**src/rtl/note_scheduler.sv**
```systemverilog
// note_scheduler: queues live (priority) and demo codes in a FIFO and serves one per music-box request with an inter-note gap
module note_scheduler #(
  parameter int unsigned CODE_W   = 4,
  parameter int unsigned DEPTH    = 4,
  parameter int unsigned NOTE_GAP = 1000
) (
  input  logic              clock,
  input  logic              reset,
  input  logic [CODE_W-1:0] live_code,
  input  logic              live_valid,
  input  logic [CODE_W-1:0] demo_code,
  input  logic              demo_valid,
  output logic              demo_ack,
  input  logic              data_rq,
  output logic [CODE_W-1:0] sound_code,
  output logic              data_rd,
  output logic              overflow,
  output logic              busy
);
  localparam int unsigned PW = $clog2(DEPTH);
  localparam int unsigned GW = NOTE_GAP > 1 ? $clog2(NOTE_GAP + 1) : 1;
  typedef enum logic [1:0] {IDLE, SEND, GAP} state_t;
  state_t r_state, w_next;
  logic [CODE_W-1:0] r_mem [DEPTH];
  logic [PW-1:0] r_rd, r_wr;
  logic [PW:0] r_count;
  logic [GW-1:0] r_gap;
  logic [CODE_W-1:0] r_sound;
  logic r_data_rd, r_demo_ack, r_overflow;
  logic w_pop, w_room, w_live_wr, w_demo_wr, w_wr;
  logic [CODE_W-1:0] w_wdata;
  assign w_pop     = r_state == IDLE && data_rq && r_count != '0;
  assign w_room    = r_count != (PW+1)'(DEPTH) || w_pop;
  assign w_live_wr = live_valid && w_room;
  assign w_demo_wr = !live_valid && demo_valid && !r_demo_ack && w_room;
  assign w_wr      = w_live_wr || w_demo_wr;
  assign w_wdata   = live_valid ? live_code : demo_code;
  assign sound_code = r_sound;
  assign data_rd    = r_data_rd;
  assign demo_ack   = r_demo_ack;
  assign overflow   = r_overflow;
  assign busy       = r_count != '0 || r_state != IDLE;
  always_comb begin
    w_next = r_state;
    w_next = w_pop ? SEND :
             (r_state == SEND && !data_rq) ? (NOTE_GAP == 0 ? IDLE : GAP) :
             (r_state == GAP && r_gap == GW'(1)) ? IDLE : r_state;
  end
  always_ff @(posedge clock) begin
    if (reset) begin
      r_state    <= IDLE;
      r_rd       <= '0;
      r_wr       <= '0;
      r_count    <= '0;
      r_gap      <= '0;
      r_sound    <= '0;
      r_data_rd  <= 1'b0;
      r_demo_ack <= 1'b0;
      r_overflow <= 1'b0;
    end else begin
      r_state    <= w_next;
      r_data_rd  <= w_next == SEND;
      r_demo_ack <= w_demo_wr;
      r_count    <= r_count + (PW+1)'(w_wr) - (PW+1)'(w_pop);
      if (live_valid && !w_room) r_overflow <= 1'b1;
      if (w_wr) begin
        r_mem[r_wr] <= w_wdata;
        r_wr        <= r_wr + 1'b1;
      end
      if (w_pop) begin
        r_sound <= r_mem[r_rd];
        r_rd    <= r_rd + 1'b1;
      end
      if (r_state == SEND && !data_rq) r_gap <= GW'(NOTE_GAP);
      else if (r_state == GAP) r_gap <= r_gap - 1'b1;
    end
  end
endmodule
```
**config.mk**
```make
export PLATFORM = sky130hd
export DESIGN_NAME = note_scheduler
export DESIGN_NICKNAME = d
export VERILOG_FILES = /design/src/rtl/note_scheduler.sv
export SDC_FILE = /design/constraint.sdc
export NUM_CORES = 1
export LEC_CHECK = 0
export CAP_MARGIN = 20
export CORE_MARGIN = 2
export CORE_UTILIZATION = 55
export DETAILED_ROUTE_END_ITERATION = 6
export MAX_ROUTING_LAYER = met4
export PLACE_DENSITY = 0.87
export SLEW_MARGIN = 25
export SYNTH_ARGS = -nofsm -noshare
export SYNTH_HDL_FRONTEND = slang
export SYNTH_SLANG_ARGS = --single-unit
```
**constraint.sdc**
```tcl
create_clock -name clock -period 3.8 [get_ports clock]
set_clock_uncertainty 0.05 [all_clocks]
set_input_delay 0.57 -clock clock [delete_from_list [all_inputs] [get_ports clock]]
set_output_delay 0.57 -clock clock [all_outputs]
set_load 0.01 [all_outputs]
```
==> implementation parameters, run 1 <==
Parameter                              Value

Setup path
  Worst Path Max Fanout    4
  Crit path largest cell delay    0.50 ns
  Critical path arrival    2.83 ns
  Series of cell instances along the critical path    clkdlybuf4s50_1 > nor3b_2 > o22ai_2 > ha_1 > inv_1 > ha_1 > fa_1 > xnor2_1 > xnor2_1 > nor2_1
  Data required time of the critical path    4.01 ns
  Class of the most critical setup path    primary input to flip-flop
  Slowest library cell on the worst path    sky130_fd_sc_hd__clkdlybuf4s50_1
  Element type at the critical path start    primary input
  Critical Path End Type    flip-flop

Floorplanning
  Vertical extent of the die    62.34 µm
  Num rows    21
  Starting Density    0.5654
  Die area    0.003886 mm²
  Boundary pin count    21
  Total core area    0.003311 mm²
  Die Width    62.34 µm

Finish
  Net count reported at finish    203
  Final std cell area, no fill    0.002223 mm²
  # diodes    0
  Fraction of layout cells with a size suffix above 1    0.1154
  Synth-to-layout area growth    18.78%

Global routing
  Vias in the first global route    1202
  Antenna violations before repair    0
  Remaining global-route overflow    0
  Maximum number of pins on one net before global-route repair    26
  Total global routing track utilization    0.1990
  First-pass GRT wire length    5775 µm

Clock network
  Clk buf depth    2
  Clk Latency, worst-skew pair    0.36 ns
  H-tree depth reported by CTS    2
  TritonCTS clock tree    yes
  Clock root buffer    sky130_fd_sc_hd__clkbuf_4
  Total of hold buffers inserted after clock tree synthesis    0
  Number of setup buffers added after CTS    0
  Number of sinks driven by the clock tree    42
  Clock Pin Slew Worst Setup and Hold Paths    0.12 ns
  Post-cts gate resize count    0
  TritonCTS buffer count    5

Hold path
  Hold/Removal Path Class    flip-flop to flip-flop

Power and ir drop
  Relative contribution of combinational cells to total power    0.305
  Power Internal    0.9932 mW
  Peak VDD IR    0.4533 mV
  Clk network pwr share    0.250
  Pwr dens    642.2 mW/mm²
  Part of the total power dissipated in sequential elements    0.445
  Total leakage power    0.8214 nW
  Switching power summed over all nets    0.4345 mW
  Switching Fraction    0.3044
  Total power of the final layout    1.428 mW

Synthesis
  Number of flops mapped to enable cells by yosys    16
  Area fraction in compound gates after synthesis    0.05281
  Synthesized area divided by synthesized cell count    11.85 µm²
  Syn nets    180
  Cell Area, Synth    0.001872 mm²
  Cell accounting for the most synthesized area    sky130_fd_sc_hd__dfxtp_1
  Share of synthesized area occupied by flip-flops and latches    0.5348
  Adder-cell share of the synthesized area    0.06417
  Post-synthesis register bit count    42
  Biggest area contributors in the synthesized netlist    sky130_fd_sc_hd__dfxtp_1 28%, sky130_fd_sc_hd__edfxtp_1 26%, sky130_fd_sc_hd__ha_1 5.3%, sky130_fd_sc_hd__mux4_2 4.8%, sky130_fd_sc_hd__xor2_1 3.7%
  Combinational family with the most area after synthesis    simple AND/OR/NAND/NOR gates
  Share of synthesized area spent on multiplexers    0.09893
  Top cell type's share of synthesized area    0.2781
  Synth Area in Simple Gates    0.1557
  Share of flip-flops with an asynchronous set or reset    0
  Count of warnings emitted by yosys    0
  Fraction of synthesized cell area in xor and xnor cells    0.06083
  Synthesized instance count    158
  Synth unique cells    37
  Flip-flop cell with the highest count after synthesis    sky130_fd_sc_hd__dfxtp_1

STA
  Worst rel slew slack    0.6140
  Final-report max-slew violation count    0
  Count of endpoints failing hold in the final timing report    0
  Share of the cycle needed by the critical path after routing    0.6904
  Final setup margin    1.177 ns
  Count of final setup violators    0
  Unrepaired setup endpoints after global routing    no
  Sum of negative setup slack    0 ns
  Fmax    381.2 MHz
  Min Clock Period, post-route    2.623 ns
  Tightest Pin Transition    0.5737 ns

Detailed routing
  DRC marker count from the first detailed-route iteration    60
  Total vias in the final route    1188
  Routed length per placed instance    14.27 µm
  Residual DRC    0
  Via density    5.211
  TritonRoute pass-1 iters    4
  Detail Route Antenna Nets    0
  Wire length after detailed routing    3254 µm

Placement
  Cell area reported after detailed placement    0.002117 mm²
  Worst slack, placed    0.7626 ns
  Post-detail-place hpwl    2440 µm
  Gpl congestion    0.8339
  Buffers added on ports    20

Run status
  Outcome    completed

Flow run
  MaxCap Viol Count    0
-- power groups by stage --
stage	Sequential (mW)	Clock, mW	Combinational [mW]
global route	0.649	0.377	0.492
finish	0.635	0.357	0.435
global placement	0.638	0	0.416
detailed placement	0.646	0	0.437
CTS	0.636	0.360	0.440
floorplan	0.624	0	0.324
-- through the flow --
| stage | utilization | hold slack [ns] | std cells |
|---|---|---|---|
| 2_1_floorplan | - | 0.4338 | 158 |
| 3_3_place_gp | 0.6395 | 0.4021 | 220 |
| 3_5_place_dp | 0.6395 | 0.4336 | 220 |
| 4_1_cts | 0.6716 | 0.4676 | 228 |
| 5_1_grt | 0.6716 | 0.4836 | 228 |
| 6_report | 0.6716 | 0.4594 | 228 |
-- cells in the mapped netlist (2+ instances only) --
master / instances
sky130_fd_sc_hd__dfxtp_1: 26
sky130_fd_sc_hd__nor2_1: 18
sky130_fd_sc_hd__edfxtp_1: 16
sky130_fd_sc_hd__inv_1: 11
sky130_fd_sc_hd__a21oi_1: 9
sky130_fd_sc_hd__ha_1: 8
sky130_fd_sc_hd__xor2_1: 8
sky130_fd_sc_hd__mux2i_1: 5
sky130_fd_sc_hd__xnor2_1: 5
sky130_fd_sc_hd__and2_1: 4
sky130_fd_sc_hd__clkbuf_1: 4
sky130_fd_sc_hd__mux2_2: 4
sky130_fd_sc_hd__mux4_2: 4
sky130_fd_sc_hd__nand3_1: 4
sky130_fd_sc_hd__nor2b_1: 4
sky130_fd_sc_hd__o21ai_0: 3
sky130_fd_sc_hd__nand3b_1: 2
sky130_fd_sc_hd__nor3_1: 2
sky130_fd_sc_hd__nor4b_1: 2
sky130_fd_sc_hd__or3_1: 2
-- cell families after synthesis --
| logic type | Yosys count |
|---|---|
| fa+ha+maj | 9 |
| buf+inv | 16 |
| mux | 13 |
| compound gates | 16 |
| flops | 42 |
| xor+xnor | 13 |
| simple gates | 49 |
-- final cells by class --
cell class                 count  area, µm²
clock inverter                 3      68.82
clock buffer                   5      37.54
sequential                    42       1001
multi-input combinational    100      809.5
timing repair buffer          21      207.7
tap                           46      57.56
inverter                      11      41.29
fill                         276       1087
-- path summary, 6_finish.rpt --
check	startpoint	endpoint	slack (ns)	cells past startpoint
setup / recovery	data_rq	r_count[2]	1.18	10
hold / removal	overflow	overflow	0.46	2
setup reg to reg	r_count[1]	r_count[2]	1.39	10
hold reg to reg	overflow	overflow	0.46	2
-- sequential cells by signal (all words and copies together) (netlist names) --
name	count
r_mem	16
sound_code	4
data_rd	1
r_rd	2
r_gap	10
demo_ack	1
overflow	1
r_state	2
r_wr	2
r_count	3
-- cells in the final DEF (no fill, tap or decap), types with 2 or more instances in the layout --
master / count
sky130_fd_sc_hd__nor2b_1: 4
sky130_fd_sc_hd__xnor2_1: 5
sky130_fd_sc_hd__and2_1: 4
sky130_fd_sc_hd__or3_1: 2
sky130_fd_sc_hd__clkbuf_4: 5
sky130_fd_sc_hd__inv_1: 11
sky130_fd_sc_hd__o21ai_0: 3
sky130_fd_sc_hd__clkdlybuf4s50_1: 20
sky130_fd_sc_hd__mux2i_1: 5
sky130_fd_sc_hd__nor3_1: 2
sky130_fd_sc_hd__edfxtp_1: 16
sky130_fd_sc_hd__xor2_1: 8
sky130_fd_sc_hd__mux4_2: 4
sky130_fd_sc_hd__ha_1: 8
sky130_fd_sc_hd__nand3b_1: 2
sky130_fd_sc_hd__mux2_2: 4
sky130_fd_sc_hd__bufinv_16: 2
sky130_fd_sc_hd__nor2_1: 18
sky130_fd_sc_hd__dfxtp_1: 26
sky130_fd_sc_hd__nor4b_1: 2
sky130_fd_sc_hd__a21oi_1: 9
sky130_fd_sc_hd__nand3_1: 4
-- critical path, delay by kind of cell --
family	cells	cell delay [ns]
XOR/XNOR	2	0.30
buffers and inverters	2	0.54
AO/OA/AOI/OAI	1	0.18
adder cells (fa/ha/maj)	3	0.86
AND/OR/NAND/NOR	2	0.38
-- routing by layer --
layer	GRT usage	share of wire
met1	0.2425	0.44
met2	0.3220	0.50
met3	0.05616	0.041
met4	0.06667	0.014
met5	-	0
Note: power is estimated with default switching activity, not from simulation.
==> run 2: changes to the inputs <==
--- a/config.mk
+++ b/config.mk
@@ -7,10 +7,10 @@
 export LEC_CHECK = 0
 export CAP_MARGIN = 20
 export CORE_MARGIN = 2
-export CORE_UTILIZATION = 55
+export CORE_UTILIZATION = 49
 export DETAILED_ROUTE_END_ITERATION = 6
 export MAX_ROUTING_LAYER = met4
-export PLACE_DENSITY = 0.87
+export PLACE_DENSITY = 0.83
 export SLEW_MARGIN = 25
 export SYNTH_ARGS = -nofsm -noshare
 export SYNTH_HDL_FRONTEND = slang
==> constraint.sdc (replaced) <==
create_clock -name clock -period 2.39 [get_ports clock]
set_clock_uncertainty 0.05 [all_clocks]
set_input_delay 0.3585 -clock clock [delete_from_list [all_inputs] [get_ports clock]]
set_output_delay 0.3585 -clock clock [all_outputs]
set_load 0.01 [all_outputs]
==> implementation parameters, run 2 (synthesis results as in run 1) <==
Parameter                              Value

Setup path
  Launch point of the worst reg-to-reg path    r_count[1]
  Class of the most critical setup path    flip-flop to flip-flop
  Launch point of the critical path    r_count[1]
  Worst Path Max Fanout    5 (+1)
  Critical path arrival    2.41 ns (-0.42 ns)
  Critical Path End Type    flip-flop
  Data required time of the critical path    2.51 ns (-1.50 ns)
  Element type at the critical path start    flip-flop

STA
  Fmax    437.7 MHz
  Count of final setup violators    0 (unchanged)
  Final setup margin    0.1053 ns (-1.071 ns)
  Worst rel slew slack    0.5709 (-0.04307)
  Share of the cycle needed by the critical path after routing    0.9560
  Tightest Pin Transition    0.6377 ns (+0.06402 ns)
  Min Clock Period, post-route    2.285 ns
  Final hold slack    0.4342 ns (-0.02524 ns)
  Count of endpoints failing hold in the final timing report    0 (unchanged)
  Final-report max-slew violation count    0 (unchanged)

Detailed routing
  Wire length after detailed routing    3741 µm (+15%)
  Total vias in the final route    1276 (+7.4%)
  DRC marker count from the first detailed-route iteration    53 (-12%)
  Detail Route Antenna Nets    0 (unchanged)
  Routed length per placed instance    15.72 µm (+10%)
  Residual DRC    0 (unchanged)
  TritonRoute pass-1 iters    4 (unchanged)
  Via density    5.361 (+2.9%)

Clock network
  Clock root buffer    sky130_fd_sc_hd__clkbuf_8
  Number of sinks driven by the clock tree    42 (unchanged)
  H-tree depth reported by CTS    2 (unchanged)
  TritonCTS clock tree    yes
  Clk buf depth    2 (unchanged)
  Clock Pin Slew Worst Setup and Hold Paths    0.07 ns (-0.05 ns)
  TritonCTS buffer count    5 (unchanged)
  Clk Latency, worst-skew pair    0.28 ns (-0.08 ns)
  Total of hold buffers inserted after clock tree synthesis    0 (unchanged)

Global routing
  Antenna violations before repair    0 (unchanged)
  Remaining global-route overflow    0 (unchanged)
  Vias in the first global route    1377 (+15%)
  Total global routing track utilization    0.2065 (+0.007515)
  First-pass GRT wire length    6396 µm (+11%)
  Maximum number of pins on one net before global-route repair    25 (-3.8%)

Hold path
  Hold/Removal Path Class    flip-flop to flip-flop
  Beginning of the worst hold path    overflow

Floorplanning
  Die area    0.004330 mm² (+11%)
  Die Width    65.81 µm (+5.6%)
  Starting Density    0.5113 (-0.05410)
  Total core area    0.003661 mm² (+11%)
  Vertical extent of the die    65.81 µm (+5.6%)
  Boundary pin count    21 (unchanged)
  Num rows    22 (+4.8%)

Finish
  # diodes    0 (unchanged)
  Number of flip-flops under the largest register name    16 (unchanged)
  Top library cells by usage in the layout, fill and taps aside    23 x sky130_fd_sc_hd__dfxtp_1, 19 x sky130_fd_sc_hd__clkdlybuf4s50_1, 18 x sky130_fd_sc_hd__nor2_1
  Final core utilization    0.6295 (-0.04205)
  Most frequent standard cell in the layout excluding fill and tap cells    sky130_fd_sc_hd__dfxtp_1
  Register with the highest flop count    r_mem
  Fraction of layout cells with a size suffix above 1    0.1895 (+0.07409)
  Net count reported at finish    211 (+3.9%)
  Number of standard cells in the layout, taps in and fillers out    238 (+4.4%)
  Synth-to-layout area growth    23.13%

Flow run
  MaxCap Viol Count    0 (unchanged)

Power and ir drop
  Pwr dens    997.3 mW/mm² (+55%)
  Peak VDD IR    0.4666 mV (+2.9%)
  Total leakage power    0.8629 nW (+5.1%)

Placement
  Placed cell count    227 (+3.2%)
  Post-detail-place hpwl    2754 µm (+13%)
  Gpl congestion    0.8162 (-2.1%)
  Buffers added on ports    20 (unchanged)
  Worst slack, placed    -0.3254 ns (-1.088 ns)

Run status
  Outcome    completed
[run 2: changes by cell type in the layout (fill, tap and decap cells not counted), sizes merged]
cell / change
dlygate4sd2: +1
clkdlybuf4s50: -1
clkbuf: +2
buf: +8
bufinv: -2
[run 2: stage by stage]
| step | power, mW | area, µm² | TNS, ns |
|---|---|---|---|
| after floorplan | 1.508 | 1872 | 0 |
| after global placement | 1.702 | 2157 | -0.2743 |
| after detailed placement | 1.772 | 2157 | -0.4936 |
| after CTS | 2.228 | 2253 | 0 |
| after global routing | 2.465 | 2305 | -0.05319 |
| final | 2.298 | 2305 | 0 |
[run 2: routing by layer]
layer  vias to the layer above  track usage  wire (µm)
met5                         -            -          0
met4                         0      0.07813         76
met3                         8      0.03578         95
met2                        28       0.3712       2049
met1                       622       0.2279       1520
li1                        618            -          -
[run 2: worst paths after layout]
path	slack, ns	cells past startpoint	endpoint
worst max register to register	0.11	9	r_count[2]
worst min register to register	0.43	2	overflow
worst min-delay path	0.43	2	overflow
worst max-delay path	0.11	9	r_count[2]
[run 2: layout make-up]
cell class | count | area, µm²
Clock inverter | 1 | 5.005
Multi-Input combinational cell | 100 | 835.8
Timing Repair Buffer | 29 | 266.5
Sequential cell | 42 | 1010
Clock buffer | 7 | 86.33
Tap cell | 48 | 60.06
Fill cell | 287 | 1356
Inverter | 11 | 41.29
[run 2: critical path, cell delays in order (launching register included)]
cell and delay, ns:
sky130_fd_sc_hd__dfxtp_4 0.36, sky130_fd_sc_hd__or3b_1 0.41, sky130_fd_sc_hd__o22ai_2 0.24, sky130_fd_sc_hd__ha_1 0.18
sky130_fd_sc_hd__inv_1 0.05, sky130_fd_sc_hd__ha_2 0.17, sky130_fd_sc_hd__fa_2 0.37, sky130_fd_sc_hd__xnor2_2 0.14
sky130_fd_sc_hd__xnor2_1 0.15, sky130_fd_sc_hd__nor2_1 0.05
[run 2: report_power, final]
group          internal [mW]  total, mW  switching (mW)
combinational          0.443      0.823           0.380
sequential             0.897       1.03           0.128
clock                  0.233      0.450           0.217
[run 2: repair_timing]
item / CTS / global route
cloned: 0 / 0
setup buffers: 0 / 3
gates resized for setup: 2 / 10
pin swaps: 1 / 7
endpoints found under the setup margin: 1 / 1
==> run 3: changes to the inputs <==
--- a/config.mk
+++ b/config.mk
@@ -6,7 +6,6 @@
 export NUM_CORES = 1
 export LEC_CHECK = 0
 export CAP_MARGIN = 20
-export CORE_MARGIN = 2
 export CORE_UTILIZATION = 49
 export DETAILED_ROUTE_END_ITERATION = 6
 export MAX_ROUTING_LAYER = met4
==> implementation parameters, run 3 (synthesis results as in run 1) <==
Parameter                              Value

Run status
  Outcome    completed

Finish
  Final core utilization    0.6224 (-0.007177)
  Fraction of layout cells with a size suffix above 1    0.1658 (-0.02370)
  Top library cells by usage in the layout, fill and taps aside    24 x sky130_fd_sc_hd__dfxtp_1, 19 x sky130_fd_sc_hd__clkdlybuf4s50_1, 18 x sky130_fd_sc_hd__nor2_1
  Synth-to-layout area growth    21.72%
  Register with the highest flop count    r_mem
  Number of standard cells in the layout, taps in and fillers out    235 (-1.3%)
  Number of flip-flops under the largest register name    16 (unchanged)
  Most frequent standard cell in the layout excluding fill and tap cells    sky130_fd_sc_hd__dfxtp_1
  # diodes    0 (unchanged)
  Net count reported at finish    208 (-1.4%)

Power and ir drop
  Peak VDD IR    0.6817 mV (+46%)
  Pwr dens    992.5 mW/mm² (-0.48%)
  Total leakage power    0.8544 nW (-0.99%)

Setup path
  Critical Path End Type    flip-flop
  Crit path largest cell delay    0.40 ns (about the same)
  Register-to-Register Path Depth    10 (+1)
  Worst Path Max Fanout    5 (unchanged)
  Element type at the critical path start    flip-flop
  Series of cell instances along the critical path    or3_4 > nand2_2 > inv_1 > ha_1 > inv_1 > ha_1 > fa_2 > xnor2_2 > xnor2_1 > nor2_1
  Critical path arrival    2.36 ns (-0.05 ns)
  Data required time of the critical path    2.52 ns (about the same)
  Slowest library cell on the worst path    sky130_fd_sc_hd__or3_4
  Class of the most critical setup path    flip-flop to flip-flop
  Instance count on the critical path    10 (+1)
  Crit-path leading delay family    adder cells
  Buf/Inv on CP    2 (+1)

Detailed routing
  DRC marker count from the first detailed-route iteration    46 (-13%)
  Routed length per placed instance    14.95 µm (-4.9%)
  Wire length after detailed routing    3513 µm (-6.1%)
  Via density    5.336 (-0.47%)
  Total vias in the final route    1254 (-1.7%)
  TritonRoute pass-1 iters    4 (unchanged)
  Residual DRC    0 (unchanged)
  Detail Route Antenna Nets    0 (unchanged)

Floorplanning
  Die Width    63.81 µm (-3.0%)
  Starting Density    0.5113 (unchanged)
  Total core area    0.003661 mm² (unchanged)
  Num rows    22 (unchanged)
  Die area    0.004071 mm² (-6.0%)
  Vertical extent of the die    63.81 µm (-3.0%)
  Boundary pin count    21 (unchanged)

Clock network
  Post-cts gate resize count    0 (-2)
  Number of sinks driven by the clock tree    42 (unchanged)
  Total of hold buffers inserted after clock tree synthesis    0 (unchanged)
  Clk buf depth    2 (unchanged)
  H-tree depth reported by CTS    2 (unchanged)
  Clk Latency, worst-skew pair    0.30 ns (+0.02 ns)
  TritonCTS clock tree    yes
  Number of setup buffers added after CTS    0 (unchanged)
  Clock root buffer    sky130_fd_sc_hd__clkbuf_8
  Clock Pin Slew Worst Setup and Hold Paths    0.07 ns (about the same)
  TritonCTS buffer count    5 (unchanged)

STA
  Unrepaired setup endpoints after global routing    no
  Share of the cycle needed by the critical path after routing    0.9353 (-0.02061)
  Fmax    447.3 MHz (+2.2%)
  Worst rel slew slack    0.6316 (+0.06071)
  Min Clock Period, post-route    2.235 ns (-0.04927 ns)
  Tightest Pin Transition    0.5475 ns (-0.09023 ns)
  Count of endpoints failing hold in the final timing report    0 (unchanged)
  Final-report max-slew violation count    0 (unchanged)
  Count of final setup violators    0 (unchanged)

Global routing
  Antenna violations before repair    0 (unchanged)
  Busiest grt layer    met2
  Total global routing track utilization    0.2071 (+0.0005144)
  Maximum number of pins on one net before global-route repair    25 (unchanged)
  Vias in the first global route    1350 (-2.0%)
  Remaining global-route overflow    0 (unchanged)
  Routing usage on met1    0.2310 (+0.003106)
  First-pass GRT wire length    6134 µm (-4.1%)
  Met3 GRT Util    0.05893 (+0.02315)
  GRT met2 Usage    0.3471 (-0.02414)

Hold path
  Hold/Removal Path Class    primary input to flip-flop
  WHS Path Cells    3 (+1)

Flow run
  MaxCap Viol Count    0 (unchanged)

Placement
  Post-detail-place hpwl    2692 µm (-2.2%)
  Buffers added on ports    20 (unchanged)
  Placed cell count    227 (unchanged)
  Gpl congestion    0.8597 (+5.3%)
run 3: routing by layer:
layer  wire length (µm)  share of wire
met1               1503           0.43
met2               1828           0.52
met3                103          0.029
met4                 78          0.022
met5                  0              0
run 3: worst paths after layout:
kind,endpoint,slack [ns],from
setup / recovery,r_count[2],0.15,r_count[1]
hold / removal,r_state[0],0.43,data_rq
setup reg to reg,r_count[2],0.15,r_count[1]
hold reg to reg,overflow,0.44,overflow
run 3: worst min-delay path: cells and delay by family:
kind / cells / cell delay [ns]
buf+inv: 1 / 0.14
compound gates: 1 / 0.14
simple gates: 1 / 0.10
run 3: cell type report:
| type | count | area (µm²) |
|---|---|---|
| well taps | 48 | 60.06 |
| fillers | 281 | 1383 |
| clock inverters | 2 | 12.51 |
| inverters | 11 | 41.29 |
| clock buffers | 6 | 82.58 |
| repair buffers | 26 | 247.7 |
| flip-flops and latches | 42 | 1003 |
| multi-input cells | 100 | 830.8 |
run 3: through the flow:
step	setup slack [ns]	power [mW]	setup TNS (ns)	hold WS (ns)	instance area (µm²)
after detailed placement	-0.2831	1.768	-0.4011	0.4375	2157
after global routing	0.002195	2.413	0	0.4690	2278
final	0.1545	2.261	0	0.4294	2278
after floorplan	0.1062	1.508	0	0.3801	1872
after global placement	-0.2067	1.700	-0.2762	0.4037	2157
after CTS	0.02721	2.237	0	0.4605	2252
run 3: power breakdown:
part	leakage [nW]	internal (mW)	switching (mW)
registers	0.359	0.891	0.134
clock network	0.0472	0.232	0.238
logic	0.448	0.417	0.350
total	0.854	1.54	0.722
